File: config.mk
export PLATFORM = sky130hd
export DESIGN_NAME = srm_controller_flat
export DESIGN_NICKNAME = d
export VERILOG_FILES = /design/src/rtl/srm_controller_if.sv /design/src/rtl/srm_controller.sv /design/src/flat_wrapper.sv
export SDC_FILE = /design/constraint.sdc
export NUM_CORES = 1
export LEC_CHECK = 0
export CORE_MARGIN = 2
export CORE_UTILIZATION = 50
export CTS_BUF_LIST = sky130_fd_sc_hd__clkbuf_4
export CTS_CLUSTER_DIAMETER = 100
export DETAILED_ROUTE_END_ITERATION = 10
export HOLD_SLACK_MARGIN = 0.08
export MAX_ROUTING_LAYER = met4
export PLACE_DENSITY_LB_ADDON = 0.3
export SLEW_MARGIN = 10
export SYNTH_ARGS = -nofsm -noshare
export SYNTH_HDL_FRONTEND = slang
export SYNTH_SLANG_ARGS = --single-unit
File: constraint.sdc
create_clock -name clk -period 5.45 [get_ports clk]
set_input_delay 0.545 -clock clk [delete_from_list [all_inputs] [get_ports clk]]
set_output_delay 0.545 -clock clk [all_outputs]
set_load 0.01 [all_outputs]
File: src/rtl/srm_controller_if.sv
// -----------------------------------------------------------------------------
// srm_controller_if
// Bundle between the Simple RISC Machine controller and the rest of the CPU.
//
// Instruction side : in (16-bit instruction word), load (capture into IR),
//                    s (start), w (idle), bad_instr (undefined-instruction pulse)
// Datapath side    : datapath_in (extended imm8), vsel, write, loada, loadb,
//                    asel, bsel, loadc, loads, writenum, readnum, shift, ALUop
//
// master : the controller (receives instruction/start, drives datapath controls)
// slave  : the surrounding CPU/datapath (supplies instruction/start, consumes
//          datapath controls)
// -----------------------------------------------------------------------------
interface srm_controller_if #(
    parameter int DW = 16
);
    logic [15:0]   in;
    logic          load;
    logic          s;
    logic          w;
    logic          bad_instr;
    logic [DW-1:0] datapath_in;
    logic          vsel;
    logic          write;
    logic          loada;
    logic          loadb;
    logic          asel;
    logic          bsel;
    logic          loadc;
    logic          loads;
    logic [2:0]    writenum;
    logic [2:0]    readnum;
    logic [1:0]    shift;
    logic [1:0]    ALUop;

    modport master (
        input  in, load, s,
        output w, bad_instr, datapath_in,
        output vsel, write, loada, loadb, asel, bsel, loadc, loads,
        output writenum, readnum, shift, ALUop
    );

    modport slave (
        output in, load, s,
        input  w, bad_instr, datapath_in,
        input  vsel, write, loada, loadb, asel, bsel, loadc, loads,
        input  writenum, readnum, shift, ALUop
    );
endinterface

File: src/rtl/srm_controller.sv
// -----------------------------------------------------------------------------
// srm_controller
// Instruction register, decoder and multi-cycle control FSM for the Simple
// RISC Machine. Executes one instruction (MOV imm, MOV reg, ADD, CMP, AND, MVN)
// per start pulse and drives every datapath control input.
//
// Ports:
//   clk          rising-edge clock
//   rst_n        asynchronous active-low reset
//   bus          srm_controller_if.master (instruction in/load/s, w, bad_instr,
//                datapath_in and all datapath control strobes/selects)
//   instr_count  [15:0] completed-instruction counter (only with
//                SRM_INSTR_CNT_EN defined)
//
// Parameters:
//   DW        width of datapath_in (>= 8)
//   SIGN_EXT  1 = sign-extend imm8, 0 = zero-extend
//
// Optional feature macro: SRM_INSTR_CNT_EN
// -----------------------------------------------------------------------------
module srm_controller #(
    parameter int DW       = 16,
    parameter bit SIGN_EXT = 1'b1
) (
    input  logic                clk,
    input  logic                rst_n,
    srm_controller_if.master    bus
`ifdef SRM_INSTR_CNT_EN
    ,
    output logic [15:0]         instr_count
`endif
);

    typedef enum logic [2:0] {
        S_WAIT      = 3'd0,
        S_WRITE_IMM = 3'd1,
        S_GET_A     = 3'd2,
        S_GET_B     = 3'd3,
        S_ALU       = 3'd4,
        S_WRITE_REG = 3'd5
    } state_t;

    typedef struct packed {
        logic       vsel;
        logic       write;
        logic       loada;
        logic       loadb;
        logic       asel;
        logic       bsel;
        logic       loadc;
        logic       loads;
        logic [2:0] writenum;
        logic [2:0] readnum;
        logic [1:0] shift;
        logic [1:0] aluop;
    } ctrl_t;

    // First state entered from WAIT for a given instruction; WAIT means the
    // opcode/op pair is undefined.
    function automatic state_t first_state(input logic [15:0] ins);
        state_t st;
        case ({ins[15:13], ins[12:11]})
            5'b110_10:                     st = S_WRITE_IMM;
            5'b110_00:                     st = S_GET_B;
            5'b101_00, 5'b101_01, 5'b101_10: st = S_GET_A;
            5'b101_11:                     st = S_GET_B;
            default:                       st = S_WAIT;
        endcase
        return st;
    endfunction

    function automatic logic is_cmp(input logic [15:0] ins);
        return (ins[15:13] == 3'b101) && (ins[12:11] == 2'b01);
    endfunction

    // Moore output decode of a state for the instruction in flight.
    function automatic ctrl_t ctrl_for(input state_t st, input logic [15:0] ins);
        ctrl_t c;
        logic  mov_reg;
        c       = '0;
        mov_reg = (ins[15:13] == 3'b110);
        case (st)
            S_WRITE_IMM: begin
                c.vsel     = 1'b1;
                c.write    = 1'b1;
                c.writenum = ins[10:8];
            end
            S_GET_A: begin
                c.readnum = ins[10:8];
                c.loada   = 1'b1;
            end
            S_GET_B: begin
                c.readnum = ins[2:0];
                c.loadb   = 1'b1;
            end
            S_ALU: begin
                c.shift = ins[4:3];
                // MOV-reg reuses the adder with A forced to zero.
                c.aluop = mov_reg ? 2'b00 : ins[12:11];
                c.asel  = mov_reg;
                c.loadc = ~is_cmp(ins);
                c.loads = is_cmp(ins);
            end
            S_WRITE_REG: begin
                c.write    = 1'b1;
                c.writenum = ins[7:5];
            end
            default: c = '0;
        endcase
        return c;
    endfunction

    state_t      r_state;
    logic [15:0] r_ir;
    // Copy of the instruction being executed. IR may be reloaded on the very
    // edge that starts an instruction, so the sequence runs from this copy.
    logic [15:0] r_exec;
    ctrl_t       r_ctrl;
    logic        r_w;
    logic        r_bad;

    state_t      w_next_state;
    state_t      w_first;
    logic [15:0] w_next_exec;
    logic        w_bad_next;
    logic        w_done;
    logic [15:0] w_imm_src;
    logic [7:0]  w_imm8;

    always_comb begin
        w_next_state = r_state;
        w_next_exec  = r_exec;
        w_bad_next   = 1'b0;
        w_first      = first_state(r_ir);
        case (r_state)
            S_WAIT: begin
                if (bus.s) begin
                    w_next_exec  = r_ir;
                    w_next_state = w_first;
                    w_bad_next   = (w_first == S_WAIT);
                end
            end
            S_WRITE_IMM: w_next_state = S_WAIT;
            S_GET_A:     w_next_state = S_GET_B;
            S_GET_B:     w_next_state = S_ALU;
            S_ALU:       w_next_state = is_cmp(r_exec) ? S_WAIT : S_WRITE_REG;
            S_WRITE_REG: w_next_state = S_WAIT;
            default:     w_next_state = S_WAIT;
        endcase
    end

    // A legal instruction completes on any return to WAIT from a busy state.
    assign w_done = (r_state != S_WAIT) && (w_next_state == S_WAIT);

    always_ff @(posedge clk or negedge rst_n) begin
        if (!rst_n) begin
            r_state <= S_WAIT;
            r_ir    <= '0;
            r_exec  <= '0;
            r_ctrl  <= '0;
            r_w     <= 1'b1;
            r_bad   <= 1'b0;
        end else begin
            r_state <= w_next_state;
            r_exec  <= w_next_exec;
            if (bus.load && (r_state == S_WAIT))
                r_ir <= bus.in;
            // Outputs are registered by decoding the state being entered.
            r_ctrl  <= ctrl_for(w_next_state, w_next_exec);
            r_w     <= (w_next_state == S_WAIT);
            r_bad   <= w_bad_next;
        end
    end

`ifdef SRM_INSTR_CNT_EN
    logic [15:0] r_count;
    always_ff @(posedge clk or negedge rst_n) begin
        if (!rst_n)
            r_count <= '0;
        else if (w_done)
            r_count <= r_count + 16'd1;
    end
    assign instr_count = r_count;
`else
    logic w_done_unused;
    assign w_done_unused = w_done;
`endif

    // While idle the immediate follows IR; while busy it follows the
    // instruction in flight so a same-edge reload cannot corrupt WRITE_IMM.
    assign w_imm_src = (r_state == S_WAIT) ? r_ir : r_exec;
    assign w_imm8    = w_imm_src[7:0];

    generate
        if (SIGN_EXT) begin : g_sext
            assign bus.datapath_in = {{(DW-8){w_imm8[7]}}, w_imm8};
        end else begin : g_zext
            assign bus.datapath_in = {{(DW-8){1'b0}}, w_imm8};
        end
    endgenerate

    assign bus.w         = r_w;
    assign bus.bad_instr = r_bad;
    assign bus.vsel      = r_ctrl.vsel;
    assign bus.write     = r_ctrl.write;
    assign bus.loada     = r_ctrl.loada;
    assign bus.loadb     = r_ctrl.loadb;
    assign bus.asel      = r_ctrl.asel;
    assign bus.bsel      = r_ctrl.bsel;
    assign bus.loadc     = r_ctrl.loadc;
    assign bus.loads     = r_ctrl.loads;
    assign bus.writenum  = r_ctrl.writenum;
    assign bus.readnum   = r_ctrl.readnum;
    assign bus.shift     = r_ctrl.shift;
    assign bus.ALUop     = r_ctrl.aluop;

endmodule

File: src/flat_wrapper.sv
// flat-port wrapper written by rule: the top's interface ports become plain ports
module srm_controller_flat 
#(
    parameter int DW       = 16,
    parameter bit SIGN_EXT = 1'b1
)
  (clk, rst_n, bus_in, bus_load, bus_s, bus_w, bus_bad_instr, bus_datapath_in, bus_vsel, bus_write, bus_loada, bus_loadb, bus_asel, bus_bsel, bus_loadc, bus_loads, bus_writenum, bus_readnum, bus_shift, bus_ALUop);
  srm_controller_if #(.DW(DW)) bus_i ();
  input  logic clk;
  input  logic rst_n;
  input wire logic [$bits(bus_i.in)-1:0] bus_in;
  input wire logic [$bits(bus_i.load)-1:0] bus_load;
  input wire logic [$bits(bus_i.s)-1:0] bus_s;
  output wire logic [$bits(bus_i.w)-1:0] bus_w;
  output wire logic [$bits(bus_i.bad_instr)-1:0] bus_bad_instr;
  output wire logic [$bits(bus_i.datapath_in)-1:0] bus_datapath_in;
  output wire logic [$bits(bus_i.vsel)-1:0] bus_vsel;
  output wire logic [$bits(bus_i.write)-1:0] bus_write;
  output wire logic [$bits(bus_i.loada)-1:0] bus_loada;
  output wire logic [$bits(bus_i.loadb)-1:0] bus_loadb;
  output wire logic [$bits(bus_i.asel)-1:0] bus_asel;
  output wire logic [$bits(bus_i.bsel)-1:0] bus_bsel;
  output wire logic [$bits(bus_i.loadc)-1:0] bus_loadc;
  output wire logic [$bits(bus_i.loads)-1:0] bus_loads;
  output wire logic [$bits(bus_i.writenum)-1:0] bus_writenum;
  output wire logic [$bits(bus_i.readnum)-1:0] bus_readnum;
  output wire logic [$bits(bus_i.shift)-1:0] bus_shift;
  output wire logic [$bits(bus_i.ALUop)-1:0] bus_ALUop;
  assign bus_i.in = bus_in;
  assign bus_i.load = bus_load;
  assign bus_i.s = bus_s;
  assign bus_w = bus_i.w;
  assign bus_bad_instr = bus_i.bad_instr;
  assign bus_datapath_in = bus_i.datapath_in;
  assign bus_vsel = bus_i.vsel;
  assign bus_write = bus_i.write;
  assign bus_loada = bus_i.loada;
  assign bus_loadb = bus_i.loadb;
  assign bus_asel = bus_i.asel;
  assign bus_bsel = bus_i.bsel;
  assign bus_loadc = bus_i.loadc;
  assign bus_loads = bus_i.loads;
  assign bus_writenum = bus_i.writenum;
  assign bus_readnum = bus_i.readnum;
  assign bus_shift = bus_i.shift;
  assign bus_ALUop = bus_i.ALUop;
  srm_controller #(.DW(DW), .SIGN_EXT(SIGN_EXT)) u_core (.clk(clk), .rst_n(rst_n), .bus(bus_i));
endmodule
==> Word level (Yosys, flattened, before mapping) <==
Cells that the tools add are included.
{ "op_classes": {"n_eq_ne": 19, "mux": 19, "bitwise_logic": 1, "reduce_logical": 9} }
{ "ops": {"columns": ["op", "count"], "rows": [
  ["$mux W16", 2],
  ["$eq A5 B5 Y1 const B", 6],
  ["$eq A3 B3 Y1 const B", 6],
  ["$eq A3 B2 Y1 const B", 4],
  ["$pmux W3 S2", 2],
  ["$pmux W3 S4", 1],
  ["$logic_not A3 Y1", 3],
  ["$mux W8", 1],
  ["$mux W1", 7],
  ["$mux W3", 2],
  ["$pmux W2 S3", 1],
  ["$eq A2 B1 Y1 const B", 2],
  ["$mux W2", 2],
  ["$mux W4", 1],
  ["$reduce_or A2 Y1", 2],
  ["$eq A3 B1 Y1 const B", 1],
  ["$logic_and A1 B1 Y1", 3],
  ["$reduce_or A3 Y1", 1],
  ["$not A1 Y1", 1]
]} }
{ "totals": {"reg_bits": 54, "input_bits": 20, "output_inout_bits": 36} }

==> Depth between registers and ports, before layout <==
{ "logic_depth": {"ltp_word": 8, "mapped_depth": 6} }

==> Worst setup path before layout <==
OpenSTA, ideal clock, no wires.
{ "synth_path": {"path_kind": "reg2out", "from": "register u_core.r_state[0]", "to": "output port bus_datapath_in[10]", "t_arrival_ns": 1.410, "setup_slack_ns": 3.495, "path_stages_with_launch": 4, "path_cell_list": "dfrtp_1 -> nor3_4 -> mux2_2 -> buf_4"} }
{ "synth_between": {"elab_chain_cells": 2} }
{ "synth_lines": {"columns": ["item", "line", "text"], "rows": [
  ["from (decl)", "srm_controller.sv:113", "state_t r_state;"],
  ["from (signal assigned)", "srm_controller.sv:164", "r_state <= w_next_state;"],
  ["$logic_not A3 Y1", "srm_controller.sv:191", "assign w_imm_src = (r_state == S_WAIT) ? r_ir : r_exec;"],
  ["$mux W8", "srm_controller.sv:191", null],
  ["to (decl)", "flat_wrapper.sv:16", "output wire logic [$bits(bus_i.datapath_in)-1:0] bus_datapath_in;"]
]} }
Every way passes these cells.

==> Worst setup path after layout <==
{ "layout_path": {"from": "register u_core.r_state[0]", "to": "output port bus_datapath_in[13]"} }
Same word-level chain as after synthesis.

==> metrics <==
Vias 1473; H-tree Lvls 2; row cnt 24; register area share after synthesis 0.581; Die Wd 72.2 um; RSZ-0062 raised after global routing false; Core Area 4410 sq um; Final setup viols 0; layout cells sized above 1 0.234; TritonCTS clock tree done; DRT Pass-1 Iters 4; GR Overflow Total 0; worst r2r src u_core.r_state[0]; Post-CTS Setup Repair Bufs 0; CTS Sinks 54; HP Class input pin to async pin; Iter 0 DRT Violations 151; worst-margin pin slew 0.758 ns; die area 5220 sq um; total chip power 1880 uW; Fin Setup TNS 0 ns; relative slew slack 0.495; Clock Path Buffers 2; Hold Buf Count CTS 0; post-DP HPWL 3190 um; Ant. Diodes 0; final worst-path cycle share 0.526; fmax 349 MHz; Crit Path Category flip-flop to output port; Skew-Pair Late Insertion Delay 0.38 ns; syn_nets 189; synth unique cells 36; via/cell ratio 5.46; Final Max Slew Viols 0; maximum vdd drop 0.000371 V; Crit. End Element output port; Final Hold Viols 0; # DRC 0; clk root buf clkbuf_4; Filler Cell Count 320; largest net degree at the start of global routing 55; Total Routing Usage GR 0.198; Tmin final 2.87 ns; post-synth design cell area 2330 sq um; Worst Path Arrival 2.32 ns; I/O Buffers 54; Worst Clk Skew 0.0156 ns; Synth Register Bits 54; commonest cells after routing, fill and taps aside clkdlybuf4s50_1, dfrtp_1, mux2_2; Final Hold Slack 0.170 ns; first-pass GRT wire length 7580 um; Final Wtd Congestion 0.776; Antenna Violating Nets Remaining 0; chip height 72.2 um; CP startpoint kind flip-flop; nets@finish 237; Synth warnings 0; FF-to-FF path depth 3; Reg-to-Reg End u_core.r_ir[11]; Gate Count Post-Synth 169; Leakage Power 0.00126 uW; total of max-cap violations 0; GR Util met1 0.252; Worst Path Max Fanout 9; post-cts sizing count 0; # IOs 56; GR Layer Usage met3 0.0458; starting density of the core 0.527; PD cells 650 nW/um^2; status complete, no violations; CTS buffer count 5; Worst Path Required 4.91 ns; Avg WL per Cell 16.7 um; GRT busiest layer met2; WL final 4510 um; Synth Area per Inst 13.8 sq um; initial antenna violation count 0; GR Layer Usage met2 0.322; area growth from synthesis to layout 24.2%; vias in the first global route 1495; r2r setup slk 3.24 ns; clk slew on worst S/H paths 0.15 ns
cell families (layout without fill, tap and decap cells):
kind of cell,Yosys count,after routing,share of synthesized area
flops,54,54,0.581
mux,40,40,0.192
simple gates,39,39,0.114
buf+inv,20,69,0.0634
compound gates,15,15,0.0478
other cells,1,1,0.00161
routing by layer:
layer / share of wire / vias up
li1: - / 682
met1: 0.41 / 745
met2: 0.53 / 41
met3: 0.044 / 5
met4: 0.012 / 0
met5: 0 / -
report_power, final:
group | switching, uW | internal [uW]
sequential | 134 | 568
combinational | 411 | 549
clock | 122 | 95.3
total | 667 | 1210
critical path, stage by stage, from the launching register on:
cell             delay [ns]
dfrtp_1                0.51
nor3_4                 0.47
mux2_2                 0.46
clkdlybuf4s50_1        0.50
sequential cells by signal, indices dropped and copies added (netlist names):
| name | count |
|---|---|
| u_core.r_exec | 16 |
| u_core.r_ir | 16 |
| u_core.bus.readnum | 3 |
| u_core.bus.writenum | 3 |
| u_core.r_state | 3 |
| u_core.bus.ALUop | 2 |
| u_core.bus.shift | 2 |
| u_core.bus.asel | 1 |
| u_core.bus.bad_instr | 1 |
| u_core.bus.loada | 1 |
| u_core.bus.loadb | 1 |
| u_core.bus.loadc | 1 |
| u_core.bus.loads | 1 |
| u_core.bus.vsel | 1 |
| u_core.bus.w | 1 |
| u_core.bus.write | 1 |
synth_stat cells:
cell type / instances / area [sq um]
dfrtp_1: 53 / 1330
mux2_2: 34 / 383
buf_4: 11 / 82.6
inv_1: 6 / 22.5
nor2_1: 6 / 22.5
nor3b_1: 6 / 45.0
mux2i_1: 5 / 50.1
nand2_1: 5 / 18.8
nand2b_1: 4 / 25.0
nor2b_1: 3 / 18.8
o2bb2ai_1: 3 / 26.3
o31ai_1: 3 / 22.5
a21oi_1: 2 / 10.0
and2_1: 2 / 12.5
and3_1: 2 / 12.5
buf_6: 2 / 22.5
nor3_1: 2 / 10.0
o21ai_0: 2 / 10.0
a31o_2: 1 / 8.76
a31oi_1: 1 / 6.26
and3b_1: 1 / 8.76
and4b_1: 1 / 10.0
buf_12: 1 / 20.0
conb_1: 1 / 3.75
dfstp_2: 1 / 26.3
mux2_4: 1 / 15.0
nand2_4: 1 / 11.3
nand4_1: 1 / 6.26
nand4b_1: 1 / 8.76
nor3_4: 1 / 16.3
nor4_1: 1 / 6.26
nor4b_1: 1 / 8.76
nor4b_4: 1 / 23.8
o211ai_1: 1 / 7.51
o211ai_2: 1 / 12.5
o21a_1: 1 / 7.51
layout make-up:
type / count / area [sq um] / share of cell area
Timing Repair Buffer: 55 / 546 / 0.189
Tap cell: 52 / 65.1 / 0.0225
Multi-Input combinational cell: 95 / 828 / 0.286
Sequential cell: 54 / 1350 / 0.468
Clock inverter: 3 / 40.0 / 0.0138
Inverter: 6 / 22.5 / 0.00779
Clock buffer: 5 / 37.5 / 0.0130
worst max path at each step:
stage                            from                   to  slack, ns
floorplan           u_core.r_state[0]  bus_datapath_in[10]       3.50
global placement    u_core.r_state[0]  bus_datapath_in[14]       3.05
detailed placement  u_core.r_state[0]  bus_datapath_in[13]       3.00
CTS                 u_core.r_state[0]  bus_datapath_in[13]       2.55
global route        u_core.r_state[0]  bus_datapath_in[15]       2.45
finish              u_core.r_state[0]  bus_datapath_in[13]       2.58
per-stage QoR:
stage	worst slack, ns	std cells	instance area [sq um]	util
after detailed placement	3.00	262	2810	0.637
after global routing	2.45	270	2890	0.655
final	2.58	270	2890	0.655
after floorplan	3.50	169	2330	-
after CTS	2.55	270	2890	0.654
after global placement	3.05	262	2810	0.637
No activity file was read; power rests on OpenSTA's default activity.
